--- src/rtl/serial_add_pkg.sv ---
// Shared definitions for the bit-serial adder controller: state encoding and
// a sizing helper for the bit counter.
package serial_add_pkg;

  localparam logic [1:0] ST_IDLE  = 2'd0;
  localparam logic [1:0] ST_SHIFT = 2'd1;
  localparam logic [1:0] ST_DONE  = 2'd2;

  // 2'd3 is unreachable; the FSM steers it back to idle.
  typedef enum logic [1:0] {
    S_IDLE    = ST_IDLE,
    S_SHIFT   = ST_SHIFT,
    S_DONE    = ST_DONE,
    S_ILLEGAL = 2'd3
  } state_t;

  // Counter must hold WIDTH-1 for every legal WIDTH (1..32).
  function automatic int cnt_width(input int width);
    return $clog2(width) + 1;
  endfunction

endpackage

--- src/rtl/serial_add_ctrl_half_adder.sv ---
// Single half-adder cell; two of these plus an OR form the shared full adder.
module Half_adder (
  input  logic a,
  input  logic b,
  output logic s,
  output logic c
);

  assign s = a ^ b;
  assign c = a & b;

endmodule

--- src/rtl/serial_add_ctrl.sv ---
// Bit-serial adder controller: adds two WIDTH-bit operands one bit per clock,
// LSB first, through a single shared full-adder cell. start/busy/done handshake.
module serial_add_ctrl
  import serial_add_pkg::*;
#(
  parameter int WIDTH = 8
) (
  input  logic             clk,
  input  logic             rst,
  input  logic             start,
  input  logic [WIDTH-1:0] a,
  input  logic [WIDTH-1:0] b,
  output logic [WIDTH-1:0] sum,
  output logic             carry_out,
  output logic             busy,
  output logic             done
);

  localparam int                CNT_W    = cnt_width(WIDTH);
  localparam logic [CNT_W-1:0]  CNT_ONE  = CNT_W'(1'b1);
  localparam logic [CNT_W-1:0]  CNT_LAST = CNT_W'(WIDTH - 1);

  state_t           state;
  state_t           state_next;
  logic [WIDTH-1:0] a_sh;
  logic [WIDTH-1:0] b_sh;
  logic [WIDTH-1:0] res;
  logic [WIDTH-1:0] res_next;
  logic             c;
  logic [CNT_W-1:0] cnt;
  logic             last_bit;

  logic             s1;
  logic             c1;
  logic             s;
  logic             c2;
  logic             carry_next;

  // Shared full adder: two half adders plus the carry OR.
  Half_adder ha_lo (
    .a (a_sh[0]),
    .b (b_sh[0]),
    .s (s1),
    .c (c1)
  );

  Half_adder ha_hi (
    .a (s1),
    .b (c),
    .s (s),
    .c (c2)
  );

  assign carry_next = c1 | c2;
  assign last_bit   = (cnt == CNT_LAST);

  // Result register shifts right, new sum bit entering at the MSB.
  always_comb begin
    res_next = (res >> 1'b1) | (WIDTH'(s) << (WIDTH - 1));
  end

  // Next-state decode; the unused encoding recovers to idle.
  always_comb begin
    state_next = state;
    case (state)
      S_IDLE: begin
        if (start) begin
          state_next = S_SHIFT;
        end else begin
          state_next = S_IDLE;
        end
      end
      S_SHIFT: begin
        if (last_bit) begin
          state_next = S_DONE;
        end else begin
          state_next = S_SHIFT;
        end
      end
      S_DONE:  state_next = S_IDLE;
      default: state_next = S_IDLE;
    endcase
  end

  // State register plus busy/done flops, loaded from the next-state decode so
  // the handshake outputs come straight from flops.
  always_ff @(posedge clk or posedge rst) begin
    if (rst) begin
      state <= S_IDLE;
      busy  <= 1'b0;
      done  <= 1'b0;
    end else begin
      state <= state_next;
      busy  <= (state_next == S_SHIFT) || (state_next == S_DONE);
      done  <= (state_next == S_DONE);
    end
  end

  // Operand capture, bit-serial shifting and result publication.
  always_ff @(posedge clk or posedge rst) begin
    if (rst) begin
      a_sh      <= '0;
      b_sh      <= '0;
      res       <= '0;
      c         <= 1'b0;
      cnt       <= '0;
      sum       <= '0;
      carry_out <= 1'b0;
    end else begin
      case (state)
        S_IDLE: begin
          if (start) begin
            a_sh <= a;
            b_sh <= b;
            c    <= 1'b0;
            cnt  <= '0;
          end
        end
        S_SHIFT: begin
          a_sh <= a_sh >> 1'b1;
          b_sh <= b_sh >> 1'b1;
          res  <= res_next;
          c    <= carry_next;
          cnt  <= cnt + CNT_ONE;
          // Outputs change only when the whole word is complete.
          if (last_bit) begin
            sum       <= res_next;
            carry_out <= carry_next;
          end
        end
        default: begin
          // DONE and the illegal encoding hold the datapath unchanged.
        end
      endcase
    end
  end

endmodule
--- config.mk ---
export PLATFORM = sky130hd
export DESIGN_NAME = serial_add_ctrl
export DESIGN_NICKNAME = d
export VERILOG_FILES = /design/src/rtl/serial_add_pkg.sv /design/src/rtl/serial_add_ctrl_half_adder.sv /design/src/rtl/serial_add_ctrl.sv
export SDC_FILE = /design/constraint.sdc
export NUM_CORES = 1
export LEC_CHECK = 0
export CORE_ASPECT_RATIO = 1.2
export CORE_UTILIZATION = 56
export DETAILED_ROUTE_END_ITERATION = 10
export GPL_ROUTABILITY_DRIVEN = 0
export PLACE_DENSITY = 0.87
export REMOVE_ABC_BUFFERS = 1
export SYNTH_ARGS = -nofsm -noshare
export SYNTH_HDL_FRONTEND = slang
export SYNTH_SLANG_ARGS = --single-unit
--- constraint.sdc ---
create_clock -name clk -period 2.3 [get_ports clk]
set_input_delay 0.46 -clock clk [delete_from_list [all_inputs] [get_ports clk]]
set_output_delay 0.46 -clock clk [all_outputs]
set_load 0.03 [all_outputs]
==> results by group, run 1 <==
Status
  – Status: complete, no violations

Die
  – Placeable Area: 3030 um2
  – Ports: 30
  – Starting density of the core: 0.587
  – DIE HEIGHT: 63.7 um
  – Die W: ~53 um
  – Row cnt: 22
  – Die area: 3400 um2

Route
  – DR vias/cell: 5.74
  – 1st-iter DRT viols: 30
  – Via count: 1327
  – Post-route ant nets: 0
  – DRC errors left: 0
  – Routed wire length per instance: between 10 and 15 um
  – DRT Pass-1 Iters: 4
  – Post-Route WL: 3.22 mm

Clock tree
  – # resized after CTS: 0
  – Num Clock Sinks: just over 40
  – CTS max path bufs: 2
  – Clk_lat worst skew: 0.34 ns
  – # hold bufs at CTS: 0
  – Reg clk slew, reported paths: 0.11 ns
  – H-Tree Depth: 2
  – CTS tree: done
  – Num CTS Buffers: 5
  – CTS root buf: clkbuf_4
  – Post-CTS setup buffers: 0

Final layout
  – Synth-to-Final Area Change: 21.5%
  – Fill cells: 224
  – Most common cell after layout, fill and taps aside: dfrtp_1
  – Fin area: 2160 um2
  – Layout cells sized above 1: 0.118
  – Final net count: 216
  – Most frequent cells in the layout: 41 x dfrtp_1, 30 x nand2_1, 29 x clkdlybuf4s50_1, 15 x o21ai_0, 14 x a22oi_1
  – Antenna Cells: 0
  – Seq. cell area: 1030 um2
  – Area of the multi-input gates: 689 um2

Job
  – Max-cap violations: 0

Yosys
  – Synthesis Warnings: 0
  – Post-synthesis cell count: around 160
  – Unique masters post-synth: 23
  – Seq/Total Area, Yosys: 0.577
  – Post-Syn Area: 1780 um2
  – Yosys reg bits: 41
  – Synth Area per Inst: 11.0 um2

STA
  – Max-slew violations: 0
  – Final setup viols: 0
  – Slew @ Worst Pin: 0.559 ns
  – Final Hold Viols: 0
  – Post-layout min period: between 1.5 and 2 ns
  – Slew Limit Headroom: 0.626
  – Fmax: 540 MHz
  – Setup Skew: 0.00522 ns
  – Fin crit share: 0.806
  – Fin Setup TNS: 0 ns
  – RSZ-0062 raised after global routing: false
  – Hold Slack: 0.502 ns

Pwr
  – P per Cell Area: 1260 nW/um2
  – Leak Pwr: between 0.9 and 1 nW
  – Worst IR Drop VDD: ~0.74 mV

Global routing
  – Met3 Resource Use GR: 0.0580
  – M1 GR Usage: 0.278
  – GRT Max-Usage Layer: met2
  – First-pass GRT wire length: 5.59 mm
  – GR Util met2: 0.361
  – Total grt overflow: 0
  – Via count of the first global-routing pass: 1285
  – Initial antenna violation count: 0
  – GRT Total Usage: 0.230
  – Pin count of the biggest net entering global routing: 42

Worst setup path
  – CP Data Required Time: 1.84 ns
  – Crit path buf inv count: 1
  – Arrival @ worst endpoint: 1.39 ns
  – Max incr delay on CP: 0.67 ns
  – Slowest CP cell: clkdlybuf4s50_1
  – Critical Path, Cell by Cell: clkdlybuf4s50_1
  – Worst Setup SP: carry_out
  – R2R Path Start: cnt[0]
  – Crit. End Element: output port
  – Critical path type: flop to output port
  – Startpoint types: flop
  – Critical path peak fanout: 2
  – CP delay by family, top: buffers and inverters

Placed design
  – IO buf count: 29
  – Post-DP HPWL: 2.29 mm
  – Post-DP Area: 2110 um2

Min path
  – Min-delay worst type: flop to flop
  – Hold Path Origin: res[1]
==> synthesized netlist by cell type (all sizes together) <==
master | instances | area [um2]
nand2 | 30 | 113
inv | 2 | 7.51
clkbuf | 7 | 26.3
mux2 | 9 | 101
nor3 | 1 | 16.3
o21ai | 15 | 75.1
a21o | 1 | 7.51
nand3 | 3 | 15.0
or3 | 1 | 6.26
ha | 2 | 25.0
fa | 1 | 20.0
a21oi | 9 | 45.0
a22oi | 14 | 105
nor2b | 12 | 75.1
dfrtp | 41 | 1030
nand2b | 2 | 20.0
a22o | 5 | 43.8
o21bai | 1 | 7.51
nor2 | 1 | 3.75
buf | 3 | 27.5
mux2i | 1 | 10.0
==> report_power, final <==
group	internal [W]	switching, W	leakage [nW]
Combinational	0.000540	0.000647	0.423
Clock	0.000122	0.000213	0.0265
Sequential	0.00101	0.000194	0.531
==> flip-flops by register name, indices dropped and copies added, names as in the netlist <==
name       flops
busy           1
c              1
cnt            4
a_sh           8
done           1
sum            8
state          2
carry_out      1
res            7
b_sh           8
==> final timing paths <==
path / to / cells after the start / slack, ns
max in group asynchronous: a_sh[1] / 3 / 1.42
min: res[1] / 2 / 0.50
max reg2reg: sum[2] / 4 / 0.55
min in group asynchronous: carry_out / 3 / 0.55
min reg2reg: res[1] / 2 / 0.50
max: carry_out / 1 / 0.45
==> worst min-delay path, stage by stage, from the launching register on <==
cell and delay [ns]:
dfrtp_1 0.37, nand2_1 0.05, nand2_1 0.06
==> routing by layer <==
| layer | up-vias | share of wire |
|---|---|---|
| met2 | 36 | 0.52 |
| met3 | 12 | 0.040 |
| met1 | 653 | 0.41 |
| met5 | - | 0 |
| met4 | 0 | 0.027 |
| li1 | 626 | - |
==> area by class of cell <==
cell class	instances	area share
multi-input cells	108	0.319
clock buffers	8	0.0226
repair buffers	36	0.159
well taps	36	0.0209
flip-flops and latches	41	0.475
inverters	2	0.00348
==> cells by family (layout without fill, tap and decap cells) <==
group | count (synthesis) | count (layout) | share of synthesized area
muxes | 10 | 10 | 0.0627
adders and majority gates | 3 | 3 | 0.0254
buffers and inverters | 12 | 46 | 0.0345
DFF | 41 | 41 | 0.577
AOI/OAI and AO/OA | 45 | 45 | 0.160
and+or+nand+nor | 50 | 50 | 0.140
==> metrics by stage <==
| stage | utilization | cells | total power, W | worst slack, ns |
|---|---|---|---|---|
| global route | 0.713 | 231 | 0.00294 | 0.375 |
| detailed placement | 0.697 | 223 | 0.00241 | 0.377 |
| floorplan | - | 151 | 0.00195 | 0.623 |
| finish | 0.713 | 231 | 0.00272 | 0.447 |
| CTS | 0.713 | 231 | 0.00275 | 0.430 |
| global placement | 0.697 | 223 | 0.00234 | 0.425 |
Power figures use the tool's default switching activity.
==> inputs of run 2 (changes only) <==
Settings changed: CORE_UTILIZATION 56 to 47, PLACE_DENSITY 0.87 to 0.78.
Clock period 2.3 ns to 1.62 ns, I/O delays scaled along.
==> results by group, run 2 (synthesized netlist as in run 1, its figures left out) <==
Final layout
  – Antenna Cells: 0 (unchanged)
  – Biggest regs: a_sh x8, b_sh x8, sum x8 (unchanged)
  – Fill cells: 311 (was 224)
  – Post-layout util: 0.623 (was 0.713)
  – Final Non-Filler Cells: 251 (was 231)
  – Most frequent cells in the layout: 41 x dfrtp_1, 30 x nand2_1, 18 x clkdlybuf4s50_1, 15 x o21ai_0, 14 x a22oi_1 (was 41 x dfrtp_1, 30 x nand2_1, 29 x clkdlybuf4s50_1, 15 x o21ai_0, 14 x a22oi_1)
  – Layout cells sized above 1: 0.146 (was 0.118)
  – Synth-to-Final Area Change: 27.3% (was 21.5%)
  – Most common cell after layout, fill and taps aside: dfrtp_1 (unchanged)
  – Final net count: 220 (was 216)

Pwr
  – Leak Pwr: 1.08 nW (was 0.980 nW)
  – Overall Power: 0.00401 W (was 0.00272 W)
  – P per Cell Area: 1770 nW/um2 (was 1260 nW/um2)
  – Worst IR Drop VDD: 0.654 mV (was 0.741 mV)

Route
  – Top Metal Used: met4 (unchanged)
  – DRT Pass-1 Iters: 5 (was 4)
  – Post-Route WL: 3.41 mm (was 3.22 mm)
  – Via count: 1361 (was 1327)
  – 1st-iter DRT viols: 46 (was 30)
  – Routed wire length per instance: 13.6 um (was 13.9 um)
  – Met2 WL: 1.69 mm (was 1.67 mm)
  – Met3 WL: 171 um (was 128 um)
  – DRC errors left: 0 (unchanged)
  – M1 WL: 1.47 mm (was 1.33 mm)
  – Post-route ant nets: 0 (unchanged)
  – DR vias/cell: 5.42 (was 5.74)

Die
  – Ports: 30 (unchanged)
  – Die area: 4030 um2 (was 3400 um2)
  – DIE HEIGHT: 69.4 um (was 63.7 um)
  – Placeable Area: 3630 um2 (was 3030 um2)
  – Row cnt: 24 (was 22)
  – Starting density of the core: 0.489 (was 0.587)
  – Die W: 58.1 um (was 53.4 um)

Global routing
  – Via count of the first global-routing pass: 1380 (was 1285)
  – Initial antenna violation count: 0 (unchanged)
  – GRT Total Usage: 0.200 (was 0.230)
  – Pin count of the biggest net entering global routing: 42 (unchanged)
  – First-pass GRT wire length: 6.08 mm (was 5.59 mm)
  – Total grt overflow: 0 (unchanged)

Worst setup path
  – CP Data Required Time: 1.80 ns (was 1.84 ns)
  – Crit. End Element: flop (was output port)
  – Critical path peak fanout: 9 (was 2)
  – Crit path buf inv count: 1 (unchanged)
  – CP delay by family, top: flip-flops (was buffers and inverters)
  – Max incr delay on CP: 0.40 ns (was 0.67 ns)
  – Slowest CP cell: dfrtp_1 (was clkdlybuf4s50_1)
  – Critical path type: flop to flop (was flop to output port)
  – Startpoint types: flop (unchanged)
  – Critical Path, Cell by Cell: ha_1 > nand2_1 > nor3_4 > buf_12 > mux2_2 (was clkdlybuf4s50_1)
  – Arrival @ worst endpoint: 1.70 ns (was 1.39 ns)

Status
  – Status: complete, no violations (unchanged)

STA
  – Fin crit share: 0.942
  – Max-slew violations: 0 (unchanged)
  – Setup Skew: 0.00665 ns (was 0.00522 ns)
  – RSZ-0062 raised after global routing: false (unchanged)
  – Final Hold Viols: 0 (unchanged)
  – Post-layout min period: 1.53 ns
  – Slew Limit Headroom: 0.732 (was 0.626)
  – Fin Setup TNS: 0 ns (unchanged)
  – Fmax: 655 MHz
  – Post-route worst setup slack: 0.0940 ns (was 0.447 ns)
  – Final setup viols: 0 (unchanged)
  – Slew @ Worst Pin: 0.401 ns (was 0.559 ns)

Clock tree
  – CTS max path bufs: 2 (unchanged)
  – CTS root buf: clkbuf_8 (was clkbuf_4)
  – Reg clk slew, reported paths: 0.08 ns (was 0.11 ns)
  – # hold bufs at CTS: 0 (unchanged)
  – Num Clock Sinks: 41 (unchanged)
  – Num CTS Buffers: 5 (unchanged)
  – H-Tree Depth: 2 (unchanged)
  – CTS tree: done (unchanged)
  – Clk_lat worst skew: 0.29 ns (was 0.34 ns)

Min path
  – Min-delay worst type: input port to async pin (was flop to flop)

Placed design
  – IO buf count: 29 (unchanged)
  – Post-DP HPWL: 2.38 mm (was 2.29 mm)
  – DP Worst Slack: -0.160 ns (was 0.377 ns)
  – Dpl cells: 243 (was 223)

Job
  – Max-cap violations: 0 (unchanged)
-- run 2: repair_timing --
action | CTS | global route
resized for setup | 9 | 2
pin swaps | 0 | 0
endpoints found under the hold margin | 0 | 0
setup endpoints to repair | 9 | 2
buffers inserted | 0 | 0
-- run 2: power breakdown --
part | switching [W] | internal [W] | leakage [nW]
Sequential | 0.000274 | 0.00143 | 0.531
Combinational | 0.000943 | 0.000730 | 0.502
Clock | 0.000330 | 0.000298 | 0.0450
Total | 0.00155 | 0.00246 | 1.08
-- run 2: worst paths after layout --
check / from / end / slack [ns] / depth (start not counted)
max: cnt[0] / sum[4] / 0.09 / 5
min in group clk: res[7] / res[6] / 0.50 / 2
max reg2reg: cnt[0] / sum[4] / 0.09 / 5
min reg2reg: res[7] / res[6] / 0.50 / 2
max in group asynchronous: rst / b_sh[2] / 1.02 / 3
min: rst / res[3] / 0.40 / 3
-- run 2: layout make-up --
type	count	area (um2)	area share
clock inverters	2	10.0	0.00442
multi-input cells	108	689	0.305
repair buffers	40	392	0.173
clock buffers	6	72.6	0.0321
well taps	52	65.1	0.0288
flip-flops and latches	41	1030	0.454
inverters	2	7.51	0.00332
-- run 2: worst reg2reg max path, delay by kind of cell (launching register included) --
family	cells	cell delay, ns
adders and majority gates	1	0.21
DFF	1	0.40
buffers and inverters	1	0.16
and+or+nand+nor	2	0.31
muxes	1	0.33
-- run 2: metal layers --
metal	GRT usage	vias up
met5	0	-
met4	0.0794	0
met3	0.0560	12
met2	0.333	47
met1	0.242	671
li1	-	631
-- run 2: per-stage QoR --
step	hold slack (ns)	area, um2
after floorplan	0.440	1720
final	0.404	2260
after global routing	0.430	2260
after global placement	0.457	2190
after detailed placement	0.476	2190
after CTS	0.412	2260
==> inputs of run 3 (changes only) <==
Settings changed: MAX_ROUTING_LAYER set to met4, SLEW_MARGIN set to 10.
==> results by group, run 3 (synthesized netlist as in run 1, its figures left out) <==
STA
  – Slew Limit Headroom: 0.732 (about the same)
  – Fin crit share: 0.942 (about the same)
  – RSZ-0062 raised after global routing: false (unchanged)
  – Final setup viols: 0 (unchanged)
  – Setup Skew: 0.00675 ns (was 0.00665 ns)
  – Final Hold Viols: 0 (unchanged)
  – Fmax: 656 MHz (was 655 MHz)
  – Post-layout min period: 1.53 ns (about the same)
  – Max-slew violations: 0 (unchanged)
  – Slew @ Worst Pin: 0.401 ns (about the same)

Clock tree
  – CTS root buf: clkbuf_8 (unchanged)
  – CTS max path bufs: 2 (unchanged)
  – Clk_lat worst skew: 0.29 ns (about the same)
  – Reg clk slew, reported paths: 0.08 ns (about the same)
  – Post-CTS setup buffers: 0 (unchanged)
  – H-Tree Depth: 2 (unchanged)
  – CTS tree: done (unchanged)
  – # hold bufs at CTS: 0 (unchanged)
  – Num Clock Sinks: 41 (unchanged)
  – Num CTS Buffers: 5 (unchanged)

Worst setup path
  – CP Data Required Time: 1.80 ns (about the same)
  – Slowest CP cell: dfrtp_1 (unchanged)
  – Critical Path, Cell by Cell: ha_1 > nand2_1 > nor3_4 > buf_12 > mux2_2 (unchanged)
  – Arrival @ worst endpoint: 1.70 ns (about the same)
  – Crit. End Element: flop (unchanged)
  – Max incr delay on CP: 0.39 ns (was 0.40 ns)
  – Startpoint types: flop (unchanged)
  – Critical path peak fanout: 9 (unchanged)
  – Critical path type: flop to flop (unchanged)

Die
  – DIE HEIGHT: 69.4 um (unchanged)
  – Row cnt: 24 (unchanged)
  – Ports: 30 (unchanged)
  – Placeable Area: 3630 um2 (unchanged)
  – Die area: 4030 um2 (unchanged)
  – Die W: 58.1 um (unchanged)
  – Starting density of the core: 0.489 (unchanged)

Route
  – DR vias/cell: 5.37 (was 5.42)
  – Post-Route WL: 3.39 mm (was 3.41 mm)
  – Post-route ant nets: 0 (unchanged)
  – DRT Pass-1 Iters: 4 (was 5)
  – DRC errors left: 0 (unchanged)
  – Routed wire length per instance: 13.5 um (was 13.6 um)
  – Via count: 1347 (was 1361)
  – 1st-iter DRT viols: 50 (was 46)

Final layout
  – Final Non-Filler Cells: 251 (unchanged)
  – Synth-to-Final Area Change: 27.3% (unchanged)
  – Post-layout util: 0.623 (unchanged)
  – Seq. cell area: 1030 um2 (unchanged)
  – Antenna Cells: 0 (unchanged)
  – Area of the multi-input gates: 689 um2 (unchanged)
  – Final net count: 220 (unchanged)
  – Most frequent cells in the layout: 41 x dfrtp_1, 30 x nand2_1, 18 x clkdlybuf4s50_1, 15 x o21ai_0, 14 x a22oi_1 (unchanged)
  – Biggest regs: a_sh x8, b_sh x8, sum x8 (unchanged)
  – Most common cell after layout, fill and taps aside: dfrtp_1 (unchanged)
  – Fill cells: 311 (unchanged)
  – Layout cells sized above 1: 0.146 (unchanged)

Placed design
  – Post-DP HPWL: 2.38 mm (unchanged)
  – IO buf count: 29 (unchanged)
  – Dpl cells: 243 (unchanged)

Status
  – Status: complete, no violations (unchanged)

Global routing
  – Via count of the first global-routing pass: 1376 (was 1380)
  – Initial antenna violation count: 0 (unchanged)
  – Pin count of the biggest net entering global routing: 42 (unchanged)
  – Total grt overflow: 0 (unchanged)
  – GRT Total Usage: 0.207 (was 0.200)
  – First-pass GRT wire length: 6.11 mm (was 6.08 mm)

Pwr
  – P per Cell Area: 1770 nW/um2 (about the same)
  – Worst IR Drop VDD: 0.653 mV (was 0.654 mV)
  – Leak Pwr: 1.08 nW (unchanged)

Min path
  – Min-delay worst type: input port to async pin (unchanged)

Job
  – Max-cap violations: 0 (unchanged)
## run 3: cell counts in the layout (fill, tap and decap cells not counted)
Identical to the previous run, type by type.
## run 3: path summary, 6_finish.rpt
check	start	end	slack [ns]	cells after the start
min	rst	res[3]	0.40	3
max in group asynchronous	rst	b_sh[2]	1.02	3
min in group clk	a_sh[5]	a_sh[5]	0.49	2
max	cnt[0]	sum[4]	0.09	5
min reg2reg	a_sh[5]	a_sh[5]	0.49	2
max reg2reg	cnt[0]	sum[4]	0.09	5
## run 3: metal layers
metal / track usage / routed length (um) / up-vias
met5: - / 0 / -
met4: 0.0794 / 57 / 0
met3: 0.0560 / 154 / 6
met2: 0.330 / 1710 / 41
met1: 0.249 / 1460 / 670
li1: - / - / 630
## run 3: final cells by class
cell class                      instances  share of cell area
Clock buffer                            6              0.0321
Clock inverter                          2             0.00442
Inverter                                2             0.00332
Multi-Input combinational cell        108               0.305
Sequential cell                        41               0.454
Tap cell                               52              0.0288
Timing Repair Buffer                   40               0.173
## run 3: through the flow
stage | setup TNS [ns] | total power (W) | setup WS [ns] | instance area, um2 | hold WS [ns]
2_1_floorplan | -0.524 | 0.00277 | -0.0571 | 1720 | 0.440
5_1_grt | 0 | 0.00434 | 0.00561 | 2260 | 0.429
4_1_cts | 0 | 0.00405 | 0.00805 | 2260 | 0.412
6_report | 0 | 0.00400 | 0.0947 | 2260 | 0.404
3_5_place_dp | -0.709 | 0.00348 | -0.160 | 2190 | 0.476
3_3_place_gp | -0.124 | 0.00339 | -0.0298 | 2190 | 0.457
## run 3: power breakdown
group	leakage (nW)	total, W	switching [W]	internal [W]
Combinational	0.502	0.00167	0.000943	0.000730
Clock	0.0450	0.000628	0.000330	0.000298
Sequential	0.531	0.00170	0.000272	0.00143
## run 3: critical path, delay by kind of cell (launching register included)
family,cells,cell delay [ns]
flops,1,0.39
simple gates,2,0.31
buf+inv,1,0.16
fa+ha+maj,1,0.21
mux,1,0.33
## run 3: timing repair
action,CTS,global route
pin swaps,0,0
endpoints found under the setup margin,9,2
resized for setup,9,2
